`src/rtl/keypad_pkg.sv`:
```
// Shared types and constants for the 4x4 keypad scanner.
// Auto-repeat constants are used only when KEYPAD_REPEAT_EN is defined.
package keypad_pkg;

    typedef enum logic [1:0] {
        IDLE,
        DEB_PRESS,
        HELD,
        DEB_RELEASE
    } state_t;

    typedef struct packed {
        logic       none;
        logic       multi;
        logic [3:0] idx;
    } key_code_t;

    localparam logic [3:0] NUM_IDLE = 4'hF;

    localparam int CHAR_A = 0;
    localparam int CHAR_B = 1;
    localparam int CHAR_C = 2;

    localparam int REPEAT_FIRST = 64;
    localparam int REPEAT_NEXT  = 16;
    localparam int RPT_W        = 7;

endpackage

```
`src/rtl/keypad_decode.sv`:
```
// Combinational frame decoder: 16-bit key image to key code and
// single/none/multi flags. Bit index is row*4+col, 1 = key down.
module keypad_decode
    import keypad_pkg::*;
(
    input  logic [15:0] frame,
    output key_code_t   code,
    output logic        single,
    output logic        none,
    output logic        multi
);

    logic [4:0] cnt;
    logic [3:0] idx;

    always_comb begin
        cnt = '0;
        idx = '0;
        for (int i = 0; i < 16; i++) begin
            if (frame[i]) begin
                cnt = cnt + 5'd1;
                idx = 4'(i);
            end
        end
        none       = (cnt == 5'd0);
        single     = (cnt == 5'd1);
        multi      = (cnt > 5'd1);
        code.none  = none;
        code.multi = multi;
        code.idx   = single ? idx : 4'h0;
    end

endmodule

```
`src/rtl/keypad_scan.sv`:
```
// 4x4 keypad column scanner with frame debounce and one-cycle key pulses.
// Define KEYPAD_REPEAT_EN to enable auto-repeat while a key is held.
module keypad_scan
    import keypad_pkg::*;
#(
    parameter int SCAN_DIV = 4,
    parameter int DEBOUNCE = 5
) (
    input  logic       CLK,
    input  logic       RESET,
    input  logic [3:0] KEY_ROW,
    output logic [3:0] KEY_COL,
    output logic [3:0] NUM_SYNC,
    output logic [2:0] CHAR_SYNC
);

    localparam logic [7:0] SLOT_LAST = 8'(SCAN_DIV - 1);
    localparam logic [3:0] DEB_MAX   = 4'(DEBOUNCE);

    logic [3:0]  row_meta;
    logic [3:0]  row_sync;
    logic [7:0]  slot;
    logic [1:0]  col;
    logic [15:0] frame_q;
    logic [15:0] frame_now;
    logic        sample;
    logic        frame_end;

    key_code_t   code;
    logic        single;
    logic        none_f;
    logic        multi_f;

    state_t      state;
    state_t      state_n;
    logic [3:0]  cand;
    logic [3:0]  cand_n;
    logic [3:0]  deb;
    logic [3:0]  deb_n;
    logic [3:0]  deb_inc;
    logic        emit;
    logic        rpt_emit;
    logic        fire;
    logic [3:0]  digit;
    logic [2:0]  chr;

    assign sample    = (slot == SLOT_LAST);
    assign frame_end = sample && (col == 2'd3);
    assign KEY_COL   = ~(4'b0001 << col);
    assign deb_inc   = (deb == 4'hF) ? deb : deb + 4'd1;

    always_ff @(posedge CLK) begin
        if (RESET) begin
            row_meta <= 4'hF;
            row_sync <= 4'hF;
            slot     <= '0;
            col      <= '0;
            frame_q  <= '0;
        end else begin
            row_meta <= KEY_ROW;
            row_sync <= row_meta;
            if (sample) begin
                slot    <= '0;
                col     <= col + 2'd1;
                frame_q <= frame_now;
            end else begin
                slot <= slot + 8'd1;
            end
        end
    end

    // Current column's rows merged into the partially built frame image
    always_comb begin
        frame_now = frame_q;
        for (int r = 0; r < 4; r++) begin
            frame_now[{2'(r), col}] = ~row_sync[r];
        end
    end

    keypad_decode u_decode (
        .frame  (frame_now),
        .code   (code),
        .single (single),
        .none   (none_f),
        .multi  (multi_f)
    );

    always_ff @(posedge CLK) begin
        if (RESET) begin
            state <= IDLE;
            cand  <= '0;
            deb   <= '0;
        end else begin
            state <= state_n;
            cand  <= cand_n;
            deb   <= deb_n;
        end
    end

    always_comb begin
        state_n = state;
        cand_n  = cand;
        deb_n   = deb;
        emit    = 1'b0;
        if (frame_end) begin
            unique case (state)
                IDLE: begin
                    if (single) begin
                        state_n = DEB_PRESS;
                        cand_n  = code.idx;
                        deb_n   = 4'd1;
                    end
                end
                DEB_PRESS: begin
                    if (code.none || code.multi || code.idx != cand) begin
                        state_n = IDLE;
                        deb_n   = '0;
                    end else if (deb >= DEB_MAX) begin
                        state_n = HELD;
                        deb_n   = '0;
                        emit    = 1'b1;
                    end else begin
                        deb_n = deb_inc;
                    end
                end
                HELD: begin
                    if (none_f || multi_f) begin
                        state_n = DEB_RELEASE;
                        deb_n   = 4'd1;
                    end
                end
                DEB_RELEASE: begin
                    if (single) begin
                        state_n = HELD;
                        deb_n   = '0;
                    end else if (deb >= DEB_MAX) begin
                        state_n = IDLE;
                        deb_n   = '0;
                    end else begin
                        deb_n = deb_inc;
                    end
                end
            endcase
        end
    end

`ifdef KEYPAD_REPEAT_EN
    logic [RPT_W-1:0] rpt;
    logic [RPT_W-1:0] rpt_n;

    always_ff @(posedge CLK) begin
        if (RESET) begin
            rpt <= '0;
        end else begin
            rpt <= rpt_n;
        end
    end

    // First repeat after 64 held frames, then every 16 by rewinding
    always_comb begin
        rpt_n    = rpt;
        rpt_emit = 1'b0;
        if (state != HELD) begin
            rpt_n = '0;
        end else if (frame_end && single) begin
            if (rpt == RPT_W'(REPEAT_FIRST - 1)) begin
                rpt_emit = 1'b1;
                rpt_n    = RPT_W'(REPEAT_FIRST - REPEAT_NEXT);
            end else begin
                rpt_n = rpt + 1'b1;
            end
        end
    end
`else
    assign rpt_emit = 1'b0;
`endif

    assign fire = emit || rpt_emit;

    always_comb begin
        digit = NUM_IDLE;
        chr   = '0;
        unique case (cand)
            4'd0:    digit = 4'd1;
            4'd1:    digit = 4'd2;
            4'd2:    digit = 4'd3;
            4'd3:    chr[CHAR_A] = 1'b1;
            4'd4:    digit = 4'd4;
            4'd5:    digit = 4'd5;
            4'd6:    digit = 4'd6;
            4'd7:    chr[CHAR_B] = 1'b1;
            4'd8:    digit = 4'd7;
            4'd9:    digit = 4'd8;
            4'd10:   digit = 4'd9;
            4'd11:   chr[CHAR_C] = 1'b1;
            4'd13:   digit = 4'd0;
            default: ;
        endcase
    end

    always_ff @(posedge CLK) begin
        if (RESET) begin
            NUM_SYNC  <= NUM_IDLE;
            CHAR_SYNC <= '0;
        end else begin
            NUM_SYNC  <= fire ? digit : NUM_IDLE;
            CHAR_SYNC <= fire ? chr : 3'b000;
        end
    end

endmodule
```
`config.mk`:
```
export PLATFORM = sky130hd
export DESIGN_NAME = keypad_scan
export DESIGN_NICKNAME = d
export VERILOG_FILES = /design/src/rtl/keypad_pkg.sv /design/src/rtl/keypad_decode.sv /design/src/rtl/keypad_scan.sv
export SDC_FILE = /design/constraint.sdc
export NUM_CORES = 1
export LEC_CHECK = 0
export BUFFER_PORTS_ARGS = -buffer_cell sky130_fd_sc_hd__buf_2
export CORE_ASPECT_RATIO = 0.6
export CORE_MARGIN = 2
export CORE_UTILIZATION = 64
export DETAILED_ROUTE_END_ITERATION = 8
export PLACE_DENSITY = 0.82
export SETUP_SLACK_MARGIN = 0.2
export SLEW_MARGIN = 0
export SYNTH_ARGS = -nofsm -noshare
export SYNTH_HDL_FRONTEND = slang
export SYNTH_SLANG_ARGS = --single-unit
```
`constraint.sdc`:
```
create_clock -name CLK -period 12.8 [get_ports CLK]
set_input_delay 0.64 -clock CLK [delete_from_list [all_inputs] [get_ports CLK]]
set_output_delay 0.64 -clock CLK [all_outputs]
set_load 0.01 [all_outputs]
```
==> results.ini <==
[setup_path]
crit_path_top_delay_cell = nor4_2
path_class = flop to flop
critPathMostFrequentCell = ha_1
startpoint = col[0]$_SDFFE_PP0N_
r2r_end = NUM_SYNC[2]$_SDFF_PP1_
slowest_delay_ns = 0.54
critPathLaunchType = flop
arrival_ns = 11.82
cp_data_required_time_ns = 12.97
end_kind = flop
path_max_fanout = 14
r2r_cells = 47
rrSetupSlack_ns = 1.15
r2r_start = col[0]$_SDFFE_PP0N_

[finish]
layout-drive-gt1-share_pct = 13.8
synthToLayoutAreaGrowth_pct = 3.00
multiInputGateArea_um2 = 3590
num_antenna_cells = 0
layout_common_cells = 92 x nor2_1, 51 x dfxtp_1, 45 x a21oi_1
layout.nets = 638
final_cells = 713
layout_commonest_cell = nor2_1
fillers = 602
ff_latch_area_um2 = 1020
utilization_pct = 68.8

[worst_hold_path]
holdPathStages = 1
whs_endpoint = row_sync[2]$_SDFF_PP1_
hold_path.class = flop to flop
min_from = row_meta[2]$_SDFF_PP1_

[synth]
yosysWarnings = 0
synth_area_um2 = 4910
synth-seq-cells = 51
ys_seq_area_share_pct = 20.8
synth-main-ff-cell = dfxtp_1
syn-num-nets = 645
synthCells = 615
syn_avg_cell_area_um2 = 7.99
synth_edf_count = 0
synth_cell_types = 99
synthArstFlopShare_pct = 0

[clock_network]
clk_latency_ns = 0.29
cts_made_buffers = 5
cts_buffer_depth = 2
cts_tree = yes
postCtsResizedCells = 0
cts_hold_buf = 0
htreeDepth = 2
cts_root_buf = clkbuf_16
cts.sink_count = 51
clkTransAtPathRegs_ns = 0.06
post_cts_buffers = 0

[run]
cap_viol_max_count = 0

[drt]
drt_iter0_drc = 487
drt_wl_total_mm = 12.1
ant_nets = 0
drt-vias-per-instance = 6.36
wl_per_cell_um = 17.0
drtPass1Iterations = 5
vias = 4535
drcViolationCount = 0

[floorplan]
die_w_um = 117
num_io_pins = 17
core_um2 = 7360
die_h_um = 71.9
start_util_pct = 66.8
die-area_um2 = 8420
rows = 24

[sta]
worst_pin_slew_ns = 1.07
fmax_mhz = 85.8
rsz0062_at_grt = false
slew_viol_final = 0
layout_min_cycle_time_ns = 11.65
period_share_pct = 91.0
setup_viol = 0
worst_slack_ns = 1.15
slew_headroom_pct = 27.9
tns_ns = 0
finalHoldViolations = 0
skew_ns = 0.00721

[power]
finalPower_uw = 488
power_leakage_nw = 1.96
p_per_area_nw_per_um2 = 96.5
ir_worst_vdd_v = 0.000101

[run_status]
run_status = completed

[place]
io_buffers = 16
place_congestion = 0.976
dpl.hpwl_mm = 9.33
dpl_worst_slack_ns = 1.22
dp_cells = 705

[global_routing]
grt_pass1_vias = 4167
grt_usage_pct = 30.3
grt_pass1_wl_mm = 20.2
grt_max_degree = 36
overflow = 0
antenna_found_initial = 0

-- logic make-up (layout without fill, tap and decap cells) --
logic type	after synthesis	in the layout	share of synthesized area (%)
buffers and inverters	51	45	6.21
AO/OA/AOI/OAI	163	163	23.9
adder cells (fa/ha/maj)	25	25	6.32
flip-flops	51	51	20.8
multiplexers	12	12	2.60
XOR/XNOR	61	61	13.6
AND/OR/NAND/NOR	252	252	26.6
-- critical path, delay by kind of cell (launching register included) --
kind                     cells  cell delay, ns
AO/OA/AOI/OAI               15            3.24
XOR/XNOR                     3            0.60
adder cells (fa/ha/maj)      9            3.02
flip-flops                   1            0.33
AND/OR/NAND/NOR             14            3.33
buffers and inverters        3            0.33
multiplexers                 3            0.65
-- sequential cells by signal, indices dropped and copies added, names as in the netlist --
register,cells
deb,4
row_meta,4
NUM_SYNC,4
state,2
frame_q,16
col,2
row_sync,4
slot,8
CHAR_SYNC,3
cand,4
-- Yosys cell counts (4+ instances only) --
| cell | instances | share of area, % |
|---|---|---|
| nor2_1 | 92 | 7.0 |
| dfxtp_1 | 51 | 21 |
| a21oi_1 | 45 | 4.6 |
| nand2_1 | 37 | 2.8 |
| xnor2_1 | 30 | 5.3 |
| o21ai_0 | 27 | 2.8 |
| ha_1 | 24 | 6.1 |
| nor3_1 | 24 | 2.4 |
| xor2_1 | 20 | 3.6 |
| nand3_1 | 19 | 1.9 |
| inv_1 | 18 | 1.4 |
| clkbuf_1 | 14 | 1.1 |
| nand2b_1 | 13 | 1.7 |
| a211oi_1 | 9 | 1.4 |
| or2_2 | 9 | 1.1 |
| mux2i_1 | 8 | 1.6 |
| o211ai_1 | 8 | 1.2 |
| a21o_1 | 7 | 1.1 |
| buf_6 | 6 | 1.4 |
| nand4_1 | 6 | 0.76 |
| nor2b_1 | 6 | 0.76 |
| nor4_1 | 6 | 0.76 |
| and3_1 | 5 | 0.64 |
| o21bai_1 | 5 | 0.76 |
| a21o_2 | 4 | 0.71 |
| buf_4 | 4 | 0.61 |
| o22ai_1 | 4 | 0.51 |
| xnor3_1 | 4 | 1.8 |
-- power by group --
group / internal (mW) / switching [mW] / leakage, nW
Combinational: 0.0784 / 0.114 / 1.48
Clock: 0.0732 / 0.0577 / 0.0675
Sequential: 0.162 / 0.00322 / 0.414
Total: 0.313 / 0.175 / 1.96
-- worst max-delay path by stage --
| stage | endpoint | slack [ns] | cells past startpoint |
|---|---|---|---|
| final | NUM_SYNC[2]$_SDFF_PP1_ | 1.15 | 47 |
| after global routing | NUM_SYNC[2]$_SDFF_PP1_ | 0.29 | 47 |
| after CTS | NUM_SYNC[2]$_SDFF_PP1_ | 1.19 | 47 |
| after detailed placement | NUM_SYNC[2]$_SDFF_PP1_ | 1.22 | 47 |
| after global placement | NUM_SYNC[2]$_SDFF_PP1_ | 2.08 | 47 |
| after floorplan | NUM_SYNC[2]$_SDFF_PP1_ | 2.81 | 50 |
-- area by class of cell --
class	count	share of cell area (%)
clock buffers	6	2.55
clock inverters	2	0.321
inverters	20	1.73
flip-flops and latches	51	20.2
multi-input cells	513	70.9
repair buffers	17	1.73
well taps	104	2.57
-- routing by layer --
layer | part of all wire (%) | vias up | track usage, % | routed length [um]
met5 | 0 | - | 0 | 0
met4 | 0.64 | 0 | 3.66 | 77
met3 | 9.3 | 15 | 7.36 | 1130
met2 | 42 | 203 | 44.1 | 5060
met1 | 48 | 2114 | 46.6 | 5850
li1 | - | 2203 | - | -
-- per-stage QoR --
| step | hold WS, ns | cell area [um^2] |
|---|---|---|
| floorplan | 0.389 | 4910 |
| global placement | 0.394 | 4910 |
| detailed placement | 0.392 | 4910 |
| CTS | 0.408 | 5060 |
| global route | 0.424 | 5060 |
| finish | 0.407 | 5060 |
Note: power is estimated with default switching activity, not from simulation.
